==> src/rtl/eq_audio_pkg.sv <==
// Shared constants and helpers for the equalizer's codec-facing audio blocks.
// Frame geometry is fixed: 16-bit stereo samples, 1024 clk per frame, 32 clk per bit slot.
package eq_audio_pkg;

   localparam int FRAME_LEN = 1024;
   localparam int SLOT_LEN  = 32;
   localparam int LOAD_CNT  = 31;
   localparam int CNT_W     = 10;
   localparam int LRCLK_BIT = 9;
   localparam int SCLK_BIT  = 4;
   localparam int MCLK_BIT  = 1;
   localparam int SMPL_W    = 16;
   localparam int WORD_W    = 2 * SMPL_W;

   typedef struct packed {
      logic [SMPL_W-1:0] lft;
      logic [SMPL_W-1:0] rht;
   } stereo_t;

   // True on the last clk of a bit slot, i.e. the cycle before SCLK falls.
   function automatic logic slot_end(input logic [CNT_W-1:0] cnt);
      return (cnt[4:0] == 5'(SLOT_LEN - 1));
   endfunction

endpackage

==> src/rtl/codec_clk_gen.sv <==
// Free-running frame counter for codec-facing blocks: derives MCLK/SCLK/LRCLK
// directly from counter flops and decodes the load, shift and frame-start strobes.
module codec_clk_gen
   import eq_audio_pkg::*;
(
   input  logic clk,
   input  logic rst_n,
   output logic MCLK,
   output logic SCLK,
   output logic LRCLK,
   output logic load,
   output logic shift,
   output logic frame_start
);

   logic [CNT_W-1:0] cnt_r;
   logic             frame_start_r;
   logic             load_s;

   // Frame counter; 1024 is a power of two so the wrap to 0 is the natural overflow.
   always_ff @(posedge clk or negedge rst_n) begin
      if (!rst_n) begin
         cnt_r <= 10'd0;
      end else begin
         cnt_r <= cnt_r + 10'd1;
      end
   end

   // Registered frame-start flag so it is high exactly while cnt == 0.
   always_ff @(posedge clk or negedge rst_n) begin
      if (!rst_n) begin
         frame_start_r <= 1'b0;
      end else begin
         frame_start_r <= (cnt_r == 10'(FRAME_LEN - 1));
      end
   end

   assign load_s      = (cnt_r == 10'(LOAD_CNT));
   assign load        = load_s;
   assign shift       = slot_end(cnt_r) && !load_s;
   assign frame_start = frame_start_r;

   assign MCLK  = cnt_r[MCLK_BIT];
   assign SCLK  = cnt_r[SCLK_BIT];
   assign LRCLK = cnt_r[LRCLK_BIT];

endmodule

==> src/rtl/i2s_tx.sv <==
// I2S transmitter: double-buffers one stereo sample and serializes it MSB first
// with the standard one-bit delay, flagging underrun and overrun.
module i2s_tx
   import eq_audio_pkg::*;
(
   input  logic              clk,
   input  logic              rst_n,
   input  logic [SMPL_W-1:0] lft_smpl,
   input  logic [SMPL_W-1:0] rht_smpl,
   input  logic              smpl_vld,
   output logic              MCLK,
   output logic              SCLK,
   output logic              LRCLK,
   output logic              SDout,
   output logic              frame_req,
   output logic              underrun,
   output logic              overrun
);

   stereo_t           smpl_s;
   logic              load_s;
   logic              shift_s;
   logic [WORD_W-1:0] hold_r;
   logic [WORD_W-1:0] sr_r;
   logic              fresh_r;
   logic              underrun_r;
   logic              overrun_r;

   codec_clk_gen u_clk_gen (
      .clk         (clk),
      .rst_n       (rst_n),
      .MCLK        (MCLK),
      .SCLK        (SCLK),
      .LRCLK       (LRCLK),
      .load        (load_s),
      .shift       (shift_s),
      .frame_start (frame_req)
   );

   assign smpl_s.lft = lft_smpl;
   assign smpl_s.rht = rht_smpl;

   // Hold buffer, shift register and flags. A strobe landing on the load cycle
   // goes straight into the shift register; it is also kept so a later resend repeats it.
   always_ff @(posedge clk or negedge rst_n) begin
      if (!rst_n) begin
         hold_r     <= 32'd0;
         sr_r       <= 32'd0;
         fresh_r    <= 1'b0;
         underrun_r <= 1'b0;
         overrun_r  <= 1'b0;
      end else begin
         underrun_r <= 1'b0;
         overrun_r  <= 1'b0;
         if (load_s) begin
            sr_r       <= smpl_vld ? smpl_s : hold_r;
            fresh_r    <= 1'b0;
            underrun_r <= ~fresh_r & ~smpl_vld;
            if (smpl_vld) begin
               hold_r <= smpl_s;
            end else begin
               hold_r <= hold_r;
            end
         end else begin
            if (shift_s) begin
               sr_r <= {sr_r[WORD_W-2:0], 1'b0};
            end else begin
               sr_r <= sr_r;
            end
            if (smpl_vld) begin
               hold_r    <= smpl_s;
               fresh_r   <= 1'b1;
               overrun_r <= fresh_r;
            end else begin
               hold_r  <= hold_r;
               fresh_r <= fresh_r;
            end
         end
      end
   end

   assign SDout    = sr_r[WORD_W-1];
   assign underrun = underrun_r;
   assign overrun  = overrun_r;

endmodule

==> config.mk <==
export PLATFORM = sky130hd
export DESIGN_NAME = i2s_tx
export DESIGN_NICKNAME = d
export VERILOG_FILES = /design/src/rtl/eq_audio_pkg.sv /design/src/rtl/codec_clk_gen.sv /design/src/rtl/i2s_tx.sv
export SDC_FILE = /design/constraint.sdc
export NUM_CORES = 1
export LEC_CHECK = 0
export BUFFER_PORTS_ARGS = -buffer_cell sky130_fd_sc_hd__buf_2
export CAP_MARGIN = 20
export CORE_UTILIZATION = 55
export CTS_CLUSTER_SIZE = 14
export DETAILED_ROUTE_END_ITERATION = 8
export PLACE_DENSITY = 0.75
export SLEW_MARGIN = 30
export SYNTH_ARGS = -nofsm -noshare
export SYNTH_HDL_FRONTEND = slang
export SYNTH_SLANG_ARGS = --single-unit
==> constraint.sdc <==
create_clock -name clk -period 3.1 [get_ports clk]
set_input_delay 0.62 -clock clk [delete_from_list [all_inputs] [get_ports clk]]
set_output_delay 0.62 -clock clk [all_outputs]
set_load 0.1 [all_outputs]
# Word level (Yosys, flattened, before mapping)
# Cells that the tools add are included.
# Widths: inputs -> output; s select.
word_totals:
  memories: 0
  latch_bits: 0
  output_inout_bits: 7
  inputBits: 35
  rom_bits: 0
  reg_bits: 78
  mem_bits_rw: 0
classes:
  n_reduce_logical: 4
  eq_ne: 3
  shifts: 0
  n_bitwise: 3
  div_mod_pow: 0
  n_addsub: 1
  mux: 8
  n_lt_le_gt_ge: 0
  n_mul: 0
ops:
  columns: ["op", "n"]
  rows:
  - ["$mux 32", 3]
  - ["$add 10x1->10 const B", 1]
  - ["$eq 10x10->1 const B", 1]
  - ["$eq 10x5->1 const B", 1]
  - ["$eq 5x5->1 const B", 1]
  - ["$mux 1", 5]
  - ["$reduce_bool 2->1", 2]
  - ["$not 1->1", 2]
  - ["$and 1x1->1", 1]
  - ["$logic_and 1x1->1", 1]
  - ["$logic_not 1->1", 1]

# Depth between registers and ports, before layout
depth:
  ltp_word: 5
  ltp_mapped: 7

# Hierarchy
# A second synthesis with hierarchy kept.
unflattened:
  cells_unflattened: 219
  hier_area_um2: 3580.9
by_module_without_submodules:
  columns: ["module", "cells_per_inst", "instances", "seq_area_each_um2", "area_each_um2"]
  rows:
  - ["i2s_tx", 179, 1, 1676.6, 3106.7]
  - ["codec_clk_gen", 40, 1, 275.3, 474.2]

# Worst setup path after synthesis
# No wires, ideal clock.
synth_path:
  kind: "reg2reg"
  from: "reg u_clk_gen.cnt_r[1]"
  to: "reg sr_r[10]"
  setup_slack_ns: 0.431
  period_less_slack_ns: 2.669
  required_ns: 2.975
  path_stages_with_launch: 8
  setup_time_ns: 0.125
  arrival_ns: 2.543
  path_cell_list: "dfrtp_1 -> ha_1 -> and3_2 -> ha_1 -> clkbuf_1 -> buf_2 -> mux2_2 -> mux2_4"
synth_between:
  elab_chain_cells: 4
  elab_cells_between_ends: 6
synth_rtl:
  columns: ["item", "line", "source"]
  rows:
  - ["start: declaration", "codec_clk_gen.sv:16", "logic [CNT_W-1:0] cnt_r;"]
  - ["start signal: assignment", "codec_clk_gen.sv:25", "cnt_r <= cnt_r + 10'd1;"]
  - ["$eq 10x5->1", "codec_clk_gen.sv:38", "assign load_s = (cnt_r == 10'(LOAD_CNT));"]
  - ["$logic_not 1->1", "codec_clk_gen.sv:40", "assign shift = slot_end(cnt_r) && !load_s;"]
  - ["$logic_and 1x1->1", "codec_clk_gen.sv:40", null]
  - ["$reduce_bool 2->1 (no source line)", null, null]
  - ["end signal: assignment", "i2s_tx.sv:56", "sr_r <= smpl_vld ? smpl_s : hold_r;"]
  - ["end signal: assignment", "i2s_tx.sv:66", "sr_r <= {sr_r[WORD_W-2:0], 1'b0};"]
  - ["end signal: assignment", "i2s_tx.sv:68", "sr_r <= sr_r;"]
  - ["end: declaration", "i2s_tx.sv:24", "logic [WORD_W-1:0] sr_r;"]
# Parallel ways exist; a longest one is shown, timed or not.
# A chain may end at the register's enable or synchronous reset.

# Final worst setup path
layout_path:
  from: "reg u_clk_gen.cnt_r[0]"
  to: "reg sr_r[18]"
# The elaborated chain is that of the path after synthesis.

==> summary.txt <==
Status -> completed
First-pass GRT wire length -> 8535 um
Die H -> 81.30 um
Setup TNS -> 0 ps
Dominant synthesized flop cell -> dfrtp_1
Relative slew slack -> 0.4948
Slew @ Worst Pin -> 757.7 ps
Hold Crit Class -> in2async
Largest net degree at the start of global routing -> 79
Initial Utilization -> 0.5773
R2r startpoint -> u_clk_gen.cnt_r[0]
Detailed Route Iter0 Violations -> 82
Min Tclk post-route -> 2063 ps
Fmax -> 0.4848 GHz
Routed vias/inst -> 5.273
Compound-Gate Fraction of Synth Area -> 0
Crit path kind -> reg2reg
H-tree levels -> 3
Final Hold Vio Count -> 0
RSZ-0062 raised after global routing -> false
Crit-path max FO -> 32
Pleak -> 0.001732 uW
Vias in the first global route -> 1794
Io pins -> 42
Die footprint -> 0.006609 sq mm
Clock skew -> 7.646 ps
Pwr dens -> 548.7 mW/mm^2
Max-cap violations -> 0
Die Wd -> 81.30 um
N_diodes -> 0
Number of setup violations in the final report -> 0
Register area share after synthesis -> 0.5644
Synth Area in Adders -> 0.007236
Buffers on Ports -> 41
Root buffer cell -> clkbuf_8
Synth async-reset ratio -> 1.000
Nets -> 294
Setup crit start -> u_clk_gen.cnt_r[0]
CTS tree -> done
Syn nets -> 253
Hpwl dp -> 3077 um
Worst hold slack -> 283.0 ps
#FFs+latches synth -> 78
Cells after synthesis -> 216
YS warnings -> 0
Yosys cell types -> 24
Worst EP required -> 3330 ps
XOR/XNOR Fraction of Synth Area -> 0.01773
Clock latency on the worst-skew pair -> 350 ps
PostCTS Resize Cnt -> 0
Final period utilization -> 0.6653
Post-synthesis mux area share -> 0.3386
Core area -> 0.005991 sq mm
Simple-gate portion of the synthesized area -> 0.03654
Total wire length -> 4982 um
Largest family of logic cells by synthesized area -> multiplexers
Antenna violations before repair -> 0
Avg Cell Area, Syn -> 16.01 sq um
Hold buffer count at cts -> 0
Clk buf depth -> 2
Arr. time, crit path -> 2290 ps
Number of flops mapped to enable cells by yosys -> 0
Worst setup SP type -> flop
Slew Viols, Final -> 0
1st-pass router iterations -> 4
# rows -> 28
WL/cell -> 14.78 um
Postcts setup bufs -> 0
GR Util All Layers -> 0.1780
DRC Markers -> 0
Clock-pin slew on the worst setup and hold paths -> 80 ps
Cts bufs inserted -> 9
Mapped cell area -> 0.003458 sq mm
Share of cells above drive strength 1 -> 0.5763
Grt ovf -> 0
VDD IR-drop max -> 0.4879 mV
DRT antenna net count -> 0
Via count -> 1777
GPL Wtd Cong -> 0.7548
Syn-to-layout area delta -> 11.43%
Sink Count -> 78
Crit end category -> flop
## final cells by class
cell class	count	area, sq um
multi-input cells	125	1384
well taps	75	93.84
clock inverters	3	42.54
repair buffers	42	219.0
clock buffers	13	158.9
flip-flops and latches	78	1952
inverters	1	3.754
fillers	459	2137
## layer usage
metal  GRT usage  wire (um)  vias up
met1      0.2395       2397      898
met4     0.06964         76        0
met5           0          0        -
met2      0.2575       2281       32
met3     0.06966        227        8
li1            -          -      839
## state kept, by name, summed over array words and instances (netlist names)
name and count:
overrun 1, u_clk_gen.cnt_r 10, underrun 1, fresh_r 1, u_clk_gen.frame_start 1, hold_r 32, sr_r 32
## power by group
part / total (uW) / switching (uW) / internal, uW
clock: 760 / 345 / 415
combinational: 224 / 90.8 / 133
sequential: 1130 / 30.1 / 1100
total: 2110 / 466 / 1650
## worst max-delay path: stages (launching register included)
cell     delay (ps)
dfrtp_1         380
ha_1            220
and3_2          190
ha_1            130
buf_4           360
mux2_2          390
mux2_4          260
## per-stage QoR
stage	std cells	instance area, sq um	total power [uW]	worst slack [ps]	utilization
2_1_floorplan	216	3458	1306	431.4	-
3_3_place_gp	321	3649	1369	1045	0.6090
3_5_place_dp	321	3649	1378	1035	0.6090
4_1_cts	337	3850	2145	1020	0.6426
5_1_grt	337	3854	2214	936.1	0.6433
6_report	337	3854	2114	1037	0.6433
## worst paths after layout
kind | to | slack, ps | cells after the start
max reg2reg | sr_r[18] | 1040 | 6
min reg2reg | u_clk_gen.cnt_r[0] | 470 | 1
min in group clk | u_clk_gen.cnt_r[0] | 470 | 1
min | hold_r[24] | 280 | 1
max in group asynchronous | hold_r[9] | 2330 | 1
max | sr_r[18] | 1040 | 6
## cell usage in the layout, fill, tap and decap left out
| master | netlist | final |
|---|---|---|
| and2_1 | 1 | 1 |
| and2_2 | 1 | 1 |
| and3_1 | 1 | 1 |
| and3_2 | 2 | 2 |
| and3_4 | 1 | 1 |
| and4_1 | 1 | 1 |
| and4_4 | 1 | 1 |
| buf_2 | 7 | 40 |
| buf_4 | 0 | 1 |
| buf_6 | 0 | 1 |
| bufinv_16 | 0 | 1 |
| clkbuf_1 | 1 | 2 |
| clkbuf_8 | 0 | 11 |
| clkinv_2 | 0 | 1 |
| clkinvlp_4 | 0 | 1 |
| dfrtp_1 | 78 | 78 |
| ha_1 | 2 | 2 |
| inv_1 | 1 | 1 |
| mux2_1 | 5 | 5 |
| mux2_2 | 63 | 63 |
| mux2_4 | 27 | 27 |
| nand2_1 | 3 | 3 |
| nand3_1 | 2 | 2 |
| nand4_1 | 2 | 2 |
| nor2_1 | 4 | 4 |
| nor2b_1 | 1 | 1 |
| nor3_1 | 1 | 1 |
| xnor2_1 | 6 | 6 |
| xor2_1 | 1 | 1 |
## cells by family after synthesis
kind of cell	Yosys count
adder cells (fa/ha/maj)	2
flip-flops	78
AND/OR/NAND/NOR	21
multiplexers	95
XOR/XNOR	7
buffers and inverters	13
## cell usage after synthesis (2+ instances only)
cell type | count | area [sq um]
dfrtp_1 | 78 | 1952
mux2_2 | 63 | 709.4
mux2_4 | 27 | 405.4
buf_2 | 7 | 35.03
xnor2_1 | 6 | 52.55
mux2_1 | 5 | 56.30
buf_12 | 4 | 80.08
nor2_1 | 4 | 15.01
nand2_1 | 3 | 11.26
and3_2 | 2 | 15.01
ha_1 | 2 | 25.02
nand3_1 | 2 | 10.01
nand4_1 | 2 | 12.51
(Power assumes the default switching activity.)
